## src/rtl/cmem_pkg.sv

```systemverilog
// cmem_pkg: shared memory-select codes, width defaults and arbiter FSM encoding
package cmem_pkg;
  localparam int CMEM_ADDR_WIDTH = 12;
  localparam int CMEM_DATA_WIDTH = 20;
  localparam logic [2:0] NO_ACCESS = 3'd0;
  localparam logic [2:0] L0_MEM0   = 3'd1;
  localparam logic [2:0] L0_MEM1   = 3'd2;
  localparam logic [2:0] L1_MEM0   = 3'd3;
  localparam logic [2:0] L1_MEM1   = 3'd4;
  localparam logic [2:0] L2_MEM    = 3'd5;
  typedef enum logic {ARB, HOLD} arb_state_t;
endpackage

```

## src/rtl/rr_pick.sv

```systemverilog
// rr_pick: first set request at or after the pointer, wrapping, as one-hot grant plus index
module rr_pick #(
  parameter int N  = 3,
  parameter int IW = (N > 1) ? $clog2(N) : 1
) (
  input  logic [N-1:0]  i_req,
  input  logic [IW-1:0] i_ptr,
  output logic [N-1:0]  o_gnt,
  output logic [IW-1:0] o_idx
);
  logic [IW-1:0] w_j;
  // scan from the farthest slot back to the pointer so the nearest request wins
  always_comb begin
    o_gnt = '0;
    o_idx = '0;
    w_j = '0;
    for (int k = N - 1; k >= 0; k--) begin
      w_j = IW'((int'(i_ptr) + k) % N);
      if (i_req[w_j]) begin
        o_gnt = '0;
        o_gnt[w_j] = 1'b1;
        o_idx = w_j;
      end
    end
  end
endmodule

```

## src/rtl/cmem_arbiter.sv

```systemverilog
// cmem_arbiter: round-robin, lockable sharing of the layer-memory port with read-data return
module cmem_arbiter
  import cmem_pkg::*;
#(
  parameter int N_REQ      = 3,
  parameter int ADDR_WIDTH = cmem_pkg::CMEM_ADDR_WIDTH,
  parameter int DATA_WIDTH = cmem_pkg::CMEM_DATA_WIDTH,
  parameter int CSEL_WIDTH = 3,
  parameter int RD_LATENCY = 1
) (
  input  logic                       clk,
  input  logic                       reset,
  input  logic [N_REQ-1:0]           req_valid,
  output logic [N_REQ-1:0]           req_ready,
  input  logic [N_REQ-1:0]           req_wr,
  input  logic [N_REQ-1:0]           req_lock,
  input  logic [N_REQ*CSEL_WIDTH-1:0] req_csel,
  input  logic [N_REQ*ADDR_WIDTH-1:0] req_addr,
  input  logic [N_REQ*DATA_WIDTH-1:0] req_wdata,
  output logic [N_REQ-1:0]           rsp_valid,
  output logic [DATA_WIDTH-1:0]      rsp_data,
  output logic [CSEL_WIDTH-1:0]      csel,
  output logic                       cwr,
  output logic [ADDR_WIDTH-1:0]      caddr_wr,
  output logic [DATA_WIDTH-1:0]      cdata_wr,
  output logic                       crd,
  output logic [ADDR_WIDTH-1:0]      caddr_rd,
  input  logic [DATA_WIDTH-1:0]      cdata_rd,
  output logic                       err_csel
);
  localparam int IW = (N_REQ > 1) ? $clog2(N_REQ) : 1;
  arb_state_t r_state, w_state_nxt;
  logic [IW-1:0] r_ptr, w_ptr_nxt, r_owner, w_owner_nxt, w_idx, w_idx_inc;
  logic [N_REQ-1:0] w_req, w_gnt;
  logic w_fire, w_legal, w_go, w_wr, w_lock;
  logic [CSEL_WIDTH-1:0] w_csel;
  logic [ADDR_WIDTH-1:0] w_addr;
  logic [DATA_WIDTH-1:0] w_wdata;
  logic [RD_LATENCY:0] r_pv;
  logic [RD_LATENCY:0][IW-1:0] r_pid;
  // while holding, only the owner may compete, so the picker returns it regardless of the pointer
  assign w_req = (r_state == HOLD) ? (req_valid & (N_REQ'(1) << r_owner)) : req_valid;
  rr_pick #(.N(N_REQ), .IW(IW)) u_pick (
    .i_req(w_req),
    .i_ptr(r_ptr),
    .o_gnt(w_gnt),
    .o_idx(w_idx)
  );
  assign req_ready = w_gnt;
  assign w_fire = |w_gnt;
  assign w_idx_inc = (w_idx == IW'(N_REQ - 1)) ? '0 : w_idx + 1'b1;
  assign w_legal = (w_csel != CSEL_WIDTH'(NO_ACCESS)) && (w_csel <= CSEL_WIDTH'(L2_MEM));
  assign w_go = w_fire && w_legal;
  // select the granted requester's beat fields
  always_comb begin
    w_csel = '0;
    w_addr = '0;
    w_wdata = '0;
    w_wr = 1'b0;
    w_lock = 1'b0;
    for (int i = 0; i < N_REQ; i++) begin
      if (w_gnt[i]) begin
        w_csel = req_csel[i*CSEL_WIDTH +: CSEL_WIDTH];
        w_addr = req_addr[i*ADDR_WIDTH +: ADDR_WIDTH];
        w_wdata = req_wdata[i*DATA_WIDTH +: DATA_WIDTH];
        w_wr = req_wr[i];
        w_lock = req_lock[i];
      end
    end
  end
  // lock FSM next state: the pointer freezes while a locked burst continues
  always_comb begin
    w_ptr_nxt = (w_fire && (r_state == ARB || !w_lock)) ? w_idx_inc : r_ptr;
    w_state_nxt = w_fire ? (w_lock ? HOLD : ARB) : r_state;
    w_owner_nxt = w_fire ? w_idx : r_owner;
  end
  // lock FSM state register
  always_ff @(posedge clk) begin
    if (!reset) begin
      r_state <= ARB;
      r_ptr <= '0;
      r_owner <= '0;
    end else begin
      r_state <= w_state_nxt;
      r_ptr <= w_ptr_nxt;
      r_owner <= w_owner_nxt;
    end
  end
  // registered memory port, sticky csel error, and read-ID pipeline feeding the response strobe
  always_ff @(posedge clk) begin
    if (!reset) begin
      csel <= '0;
      cwr <= 1'b0;
      crd <= 1'b0;
      caddr_wr <= '0;
      cdata_wr <= '0;
      caddr_rd <= '0;
      err_csel <= 1'b0;
      r_pv <= '0;
      r_pid <= '0;
      rsp_valid <= '0;
      rsp_data <= '0;
    end else begin
      csel <= w_go ? w_csel : '0;
      cwr <= w_go && w_wr;
      crd <= w_go && !w_wr;
      caddr_wr <= (w_go && w_wr) ? w_addr : '0;
      cdata_wr <= (w_go && w_wr) ? w_wdata : '0;
      caddr_rd <= (w_go && !w_wr) ? w_addr : '0;
      err_csel <= err_csel | (w_fire && !w_legal);
      r_pv <= {r_pv[RD_LATENCY-1:0], w_go && !w_wr};
      r_pid <= {r_pid[RD_LATENCY-1:0], w_idx};
      rsp_valid <= r_pv[RD_LATENCY] ? (N_REQ'(1) << r_pid[RD_LATENCY]) : '0;
      rsp_data <= r_pv[RD_LATENCY] ? cdata_rd : '0;
    end
  end
endmodule

```

## config.mk

```make
export PLATFORM = sky130hd
export DESIGN_NAME = cmem_arbiter
export DESIGN_NICKNAME = d
export VERILOG_FILES = /design/src/rtl/cmem_pkg.sv /design/src/rtl/rr_pick.sv /design/src/rtl/cmem_arbiter.sv
export SDC_FILE = /design/constraint.sdc
export NUM_CORES = 1
export LEC_CHECK = 0
export CAP_MARGIN = 10
export CORE_ASPECT_RATIO = 0.8
export CORE_MARGIN = 2
export CORE_UTILIZATION = 42
export DETAILED_ROUTE_END_ITERATION = 6
export GPL_ROUTABILITY_DRIVEN = 1
export PLACE_DENSITY = 0.86
export SETUP_SLACK_MARGIN = 0.05
export SKIP_CTS_REPAIR_TIMING = 1
export SLEW_MARGIN = 20
export SYNTH_ARGS = -nofsm -noshare
export SYNTH_HDL_FRONTEND = slang
export SYNTH_SLANG_ARGS = --single-unit
```

## constraint.sdc

```tcl
create_clock -name clk -period 5.3 [get_ports clk]
set_input_delay 0.53 -clock clk [delete_from_list [all_inputs] [get_ports clk]]
set_output_delay 0.53 -clock clk [all_outputs]
set_load 0.02 [all_outputs]
```

Word-level counts from Yosys, hierarchy flattened
Cells that the tools add are included.
Word-level totals
  flip-flop bits (word level): 84
  bits of input ports: 136
  output and inout port bits: 76
  word-level logic and storage cells: 89
Cells by class
  add/subtract/negate cells: 3
  divide/modulo/power cells: 3
  order comparisons: 7
  equal/unequal tests: 1
  shifts and indexed selects: 2
  multiplexer cells: 36
  bitwise logic cells: 3
  reduce and logical (&&, ||, !) cells: 19
Operators with widths (count)
  32-bit by 3-bit modulo with 32-bit output (second input constant): 2
  20-bit 2-to-1 mux: 3
  12-bit 2-to-1 mux: 3
  3-bit by 3-bit modulo with 32-bit output (second input constant): 1
  3-bit 2-to-1 mux: 7
  1-bit 2-to-1 mux: 13
  1-bit logical AND: 9
  2-bit by 3-bit less-than comparator with 1-bit output (second input constant): 3
  2-bit 2-to-1 mux: 4
  2-bit AND reduction: 4
  1-bit binary-select mux with 2-bit select: 3
  1-bit demux with 2-bit select: 3
  2-bit by 1-bit greater-or-equal comparator with 1-bit output (second input constant): 3
  1-bit by 2-bit left shift with 3-bit output (first input constant): 2
  2-bit by 1-bit adder with 3-bit output (second input constant): 1
  2-bit by 2-bit adder with 3-bit output (second input constant): 1
  3-bit bitwise AND: 1
  3-bit less-or-equal comparator (second input constant): 1
  1-bit logical NOT: 3
  3-bit nonzero test: 1
  3-bit OR reduction: 1
  2-bit by 1-bit adder with 2-bit output (second input constant): 1
  2-bit == test (second input constant): 1
  1-bit logical OR: 1
  2 further kinds: 2

Longest topological paths before layout
  word-level depth: 17
  gate-level depth with buffers: 14
  mapped depth without buffers: 11

By module
Synthesis repeated with hierarchy kept, for this count alone.
Unflattened totals
  cells, all modules: 347
  area, all modules: 3404.5 sq um
Modules (own cells, without submodules)
  cmem_arbiter: times used 1, cells each 311, area each 3153.0 sq um, sequential area each 1661.6 sq um
  rr_pick: times used 1, cells each 36, area each 251.5 sq um, sequential area each 0.0 sq um

Worst setup path after synthesis
Ideal clock, no wire load.
  path kind: register to register
  from: reg r_ptr[0]
  to: reg caddr_wr[0]
  setup time: 0.122 ns
  arrival: 2.649 ns
  required time: 5.178 ns
  setup slack: 2.529 ns
  stages on the path, launching flop included: 15
  buffers on the path: 4
  cell sequence: dfxtp_1 inv_1 ha_1 buf_2 inv_1 a2111o_1 and3_4 or2_1 nand2_2 buf_6 mux2i_2 and3_1 buf_6 buf_6 nor3_2
On the way
  word-level cells in the longest chain between the ends: 17
  elaborated cells between the ends (all ways): 45
RTL lines
  start, declared: RTL line cmem_arbiter.sv:33  | logic [IW-1:0] r_ptr, w_ptr_nxt, r_owner, w_owner_nxt, w_idx, w_idx_inc;
  start signal, assigned: RTL line cmem_arbiter.sv:85  | r_ptr <= w_ptr_nxt;
  2-bit by 2-bit adder with 3-bit output: RTL line rr_pick.sv:18  | w_j = IW'((int'(i_ptr) + k) % N);
  32-bit by 3-bit modulo with 32-bit output: RTL line rr_pick.sv:18
  2-bit by 3-bit less-than comparator with 1-bit output (implied by the code) or 2-bit by 1-bit greater-or-equal comparator with 1-bit output (tied branches): RTL line rr_pick.sv:21  | o_gnt[w_j] = 1'b1;
  1-bit logical AND (implied by the code): RTL line rr_pick.sv:21
  1-bit 2-to-1 mux (implied by the code): RTL line rr_pick.sv:21
  1-bit demux with 2-bit select
  3-bit 2-to-1 mux (2 in series): RTL line rr_pick.sv:19  | if (i_req[w_j]) begin
  3-bit 2-to-1 mux *: RTL line rr_pick.sv:19
  3-bit 2-to-1 mux (3 in series): RTL line cmem_arbiter.sv:62  | if (w_gnt[i]) begin
  3-bit less-or-equal comparator or 3-bit nonzero test (tied branches): RTL line cmem_arbiter.sv:52  | assign w_legal = (w_csel != CSEL_WIDTH'(NO_ACCESS)) && (w_csel <= CSEL_WIDTH'(L2_MEM));
  1-bit logical AND: RTL line cmem_arbiter.sv:52
  1-bit logical AND: RTL line cmem_arbiter.sv:53  | assign w_go = w_fire && w_legal;
  1-bit logical AND: RTL line cmem_arbiter.sv:107  | caddr_wr <= (w_go && w_wr) ? w_addr : '0;
  2-bit AND reduction (no line)
  end signal, assigned: RTL line cmem_arbiter.sv:107
  end, declared: RTL line cmem_arbiter.sv:24  | output logic [ADDR_WIDTH-1:0] caddr_wr,
Mark *: on every way between the ends. The rest lies on a longest branch, timed or not. The select of a mux whose other input is x is not followed.
A chain may end at the register's enable or synchronous reset.

Worst setup path after layout
  from: reg r_ptr[0]
  to: reg caddr_rd[3]
On the way
  word-level cells in the longest chain between the ends: 17
  elaborated cells between the ends (all ways): 46
RTL lines
  2-bit by 2-bit adder with 3-bit output: RTL line rr_pick.sv:18
  32-bit by 3-bit modulo with 32-bit output: RTL line rr_pick.sv:18
  2-bit by 3-bit less-than comparator with 1-bit output (implied by the code) or 2-bit by 1-bit greater-or-equal comparator with 1-bit output (tied branches): RTL line rr_pick.sv:21
  1-bit logical AND (implied by the code): RTL line rr_pick.sv:21
  1-bit 2-to-1 mux (implied by the code): RTL line rr_pick.sv:21
  1-bit demux with 2-bit select
  3-bit 2-to-1 mux (2 in series): RTL line rr_pick.sv:19
  3-bit 2-to-1 mux *: RTL line rr_pick.sv:19
  3-bit 2-to-1 mux (3 in series): RTL line cmem_arbiter.sv:62
  3-bit less-or-equal comparator or 3-bit nonzero test (tied branches): RTL line cmem_arbiter.sv:52
  1-bit logical AND: RTL line cmem_arbiter.sv:52
  1-bit logical AND: RTL line cmem_arbiter.sv:53
  1-bit logical AND: RTL line cmem_arbiter.sv:109  | caddr_rd <= (w_go && !w_wr) ? w_addr : '0;
  2-bit AND reduction (no line)
  end signal, assigned: RTL line cmem_arbiter.sv:109
  end, declared: RTL line cmem_arbiter.sv:27  | output logic [ADDR_WIDTH-1:0] caddr_rd,
Marked as above.

==> reports/metrics.csv <==
metric,value,unit
Total GRT Usage,23.79,%
Chip Height,89.73,um
most frequent cell on the critical path,sky130_fd_sc_hd__inv_1,
net switching fraction of the power,46.65,%
antenna violations before repair,0,
# clock sinks,83,
ranking of synthesized cells by area,"sky130_fd_sc_hd__dfxtp_1 43%, sky130_fd_sc_hd__nor3_2 7.5%, sky130_fd_sc_hd__o211ai_1 7.0%",
largest fanout on the critical path,48,
Max clock buf depth,2,
Post-synth ARST share,0,%
vias after detailed routing,4017,
number of inserted diodes,0,
sequential cell area fraction in the yosys report,43.06,%
cells along the critical path,inv_1 -> ha_1 -> inv_1 -> a2111o_1 -> and3_4 -> or2_1 -> nand2_2 -> buf_4 -> mux2i_1 -> and3_2 -> nor3_1,
"slowest stage cell, crit path",sky130_fd_sc_hd__and3_2,
total buffers and inverters traversed by the critical path,3,
detailed-route DRC error count,0,
number of nets in the synthesized netlist,579,
Setup Crit Path Kind,register to register,
count of input and output buffers,211,
Starting Density,42.88,%
drt via density,5.356,
ANT nets after route,0,
outcome,completed,
worst-case headroom to the max-slew limit,27.23,%
vias in the first global route,3817,
Worst Setup Slack post-DPL,0.9735,ns
overall power,3.682,mW
power dissipated by switching net loads,1.717,mW
htree depth,3,
primary flip-flop cell chosen by synthesis mapping,sky130_fd_sc_hd__dfxtp_1,
root buffer selected by CTS,sky130_fd_sc_hd__clkbuf_16,
final worst path period need,4.247,ns
routability congestion estimate,0.9151,
DIE AREA,9975,um2
count of endpoints failing hold in the final timing report,0,
overflow left after global routing,0,
"Net count, final",770,
Internal,1.964,mW
#FFs+latches synth,83,
Unique masters post-synth,51,
Yosys Warn Count,0,
endpoint required time on the critical path,5.46,ns
global-route wire length before repair,19290,um
path class of the lowest-slack min-delay path,register to register,
clock tree from TritonCTS,done,
Leakage,2.372,nW
estimated wirelength of the detail-placed design,9291,um
CTS buffer count,9,
count of pins on the block boundary,212,
final slew viol count,0,
slew at the pin closest to its max-slew limit,1.092,ns
maximum number of pins on one net before global-route repair,49,
Post-Synthesis Cell Area,3859,um2
summed negative setup slack over all endpoints,0,ns
total detailed-routing wirelength,12290,um
worst path setup slack after routing,1.053,ns
"Avg Cell Area, Syn",8.790,um2
ratio of final minimum period to clock period,80.13,%
cell type group with the largest total delay on the critical path,simple AND/OR/NAND/NOR gates,
ratio of cells with drive above 1 in the final layout,10.24,%
# Max-Cap Violations,0,
Power Density,586.1,nW/um2
RSZ-0062 raised after global routing,no,
post-CTS clock slew at the launch and capture registers of the worst setup and hold paths,0.07,ns
Clock Skews,0.009278,ns
sequential share of power,23.2,%
combinational fraction of design power,59.8,%
final count of negative-setup-slack endpoints,0,
data arrival time of the critical path,4.41,ns
instance count of the mapped netlist,439,
achievable clock frequency,235.5,MHz
library cell occupying the most area in the post-synthesis netlist,sky130_fd_sc_hd__dfxtp_1,
first-pass detailed-route iteration total,5,
crit end category,register,
top cell type's share of synthesized area,43.06,%
number of synthesized flops with an enable pin,0,
VDD IR max,0.0004201,V
DRT iter0 DRCs,207,
flop-to-flop setup slack,1.05,ns
insertion delay to the later sink of the worst-skew pair,0.32,ns
delay of the slowest cell on the worst path,0.95,ns
launching element type of the critical path,register,
drt wl/cell,16.39,um
CORE AREA,8999,um2
site row count,31,
Die X-Extent,111.2,um
part of the power in the clock network,17.0,%
Layout fillers,708,
Synth-to-Final Area Change,62.78,%
kinds of logic after synthesis:
kind of cell	synth area share, %
flops	43.06
fa+ha+maj	1.297
mux	1.945
simple gates	26.78
buf+inv	6.777
compound gates	20.14
path summary, 6_finish.rpt:
path,depth (start not counted),to,start
min,1,r_pid[2],r_pid[0]
min reg2reg,1,r_pid[2],r_pid[0]
max,11,caddr_rd[3],r_ptr[0]
max reg2reg,11,caddr_rd[3],r_ptr[0]
power groups by stage:
stage | Combinational [mW] | Sequential [mW] | Clock, mW
floorplan | 1.41 | 1.01 | 0
global placement | 2.14 | 0.861 | 0
detailed placement | 2.18 | 0.864 | 0
CTS | 2.19 | 0.853 | 0.642
global route | 2.40 | 0.868 | 0.667
finish | 2.20 | 0.852 | 0.628
state kept, by name, summed over array words and instances (netlist names), 2 cells and up:
name and flops:
r_owner 2, rsp_valid 3, cdata_wr 20, caddr_wr 12, rsp_data 20, r_pid 4, csel 3, r_pv 2
r_ptr 2, caddr_rd 12
stage by stage:
stage	utilization, %	hold slack [ns]	instance area [um2]	cells
after floorplan	-	0.4119	3859	439
after global placement	66.34	0.4172	5969	734
after detailed placement	66.34	0.4298	5969	734
after CTS	69.73	0.4483	6275	750
after global routing	69.80	0.4527	6281	750
final	69.80	0.4461	6281	750
synth_stat cells (2+ instances only):
library cell and number:
sky130_fd_sc_hd__ha_1 4, sky130_fd_sc_hd__nor2_1 8, sky130_fd_sc_hd__buf_6 5, sky130_fd_sc_hd__mux2i_1 5, sky130_fd_sc_hd__nor3_2 29, sky130_fd_sc_hd__nand4_1 2
sky130_fd_sc_hd__o311a_1 2, sky130_fd_sc_hd__a21o_1 2, sky130_fd_sc_hd__nand2_1 70, sky130_fd_sc_hd__and2_1 4, sky130_fd_sc_hd__a211oi_1 4, sky130_fd_sc_hd__nor3b_1 4
sky130_fd_sc_hd__nor3_1 17, sky130_fd_sc_hd__a21oi_1 6, sky130_fd_sc_hd__o221ai_1 7, sky130_fd_sc_hd__o21ai_0 34, sky130_fd_sc_hd__a2111o_1 2, sky130_fd_sc_hd__nor2b_1 2
sky130_fd_sc_hd__dfxtp_1 83, sky130_fd_sc_hd__inv_1 17, sky130_fd_sc_hd__o211ai_1 36, sky130_fd_sc_hd__o21a_1 3, sky130_fd_sc_hd__clkbuf_1 16, sky130_fd_sc_hd__and3_1 22
sky130_fd_sc_hd__nand3_1 14, sky130_fd_sc_hd__buf_4 3, sky130_fd_sc_hd__nand2b_1 3, sky130_fd_sc_hd__buf_2 11, sky130_fd_sc_hd__a31oi_1 2
layout make-up:
type	count	area [um2]	area share [%]
Sequential cell	83	1662	26.45
Timing Repair Buffer	216	2150	34.22
Tap cell	115	143.9	2.291
Clock buffer	9	225.2	3.586
Inverter	17	63.81	1.016
Clock inverter	7	80.08	1.275
Multi-Input combinational cell	303	1957	31.16
cells in the final DEF, fill, tap and decap left out, drive strengths merged, types with 5 or more instances in the layout:
| cell | count |
|---|---|
| dfxtp | 83 |
| nand3 | 14 |
| inv | 21 |
| nand2 | 71 |
| o221ai | 8 |
| nor2 | 9 |
| o21ai | 35 |
| nor3 | 46 |
| clkbuf | 9 |
| clkdlybuf4s50 | 211 |
| and3 | 23 |
| buf | 5 |
| a21oi | 7 |
| o211ai | 37 |
| mux2i | 6 |
worst register-to-register path: stages, from the launching register on:
cell and delay, ns:
sky130_fd_sc_hd__dfxtp_1 0.33, sky130_fd_sc_hd__inv_1 0.10, sky130_fd_sc_hd__ha_1 0.38, sky130_fd_sc_hd__inv_1 0.18, sky130_fd_sc_hd__a2111o_1 0.45, sky130_fd_sc_hd__and3_4 0.18, sky130_fd_sc_hd__or2_1 0.23, sky130_fd_sc_hd__nand2_2 0.36
sky130_fd_sc_hd__buf_4 0.47, sky130_fd_sc_hd__mux2i_1 0.30, sky130_fd_sc_hd__and3_2 0.95, sky130_fd_sc_hd__nor3_1 0.17
metal layers:
layer,up-vias,track usage (%),routed length [um]
li1,1954,-,-
met1,1843,29.98,5039
met2,200,39.68,5851
met3,20,6.541,1120
met4,0,7.613,280
met5,-,0,0
(Power assumes the default switching activity.)
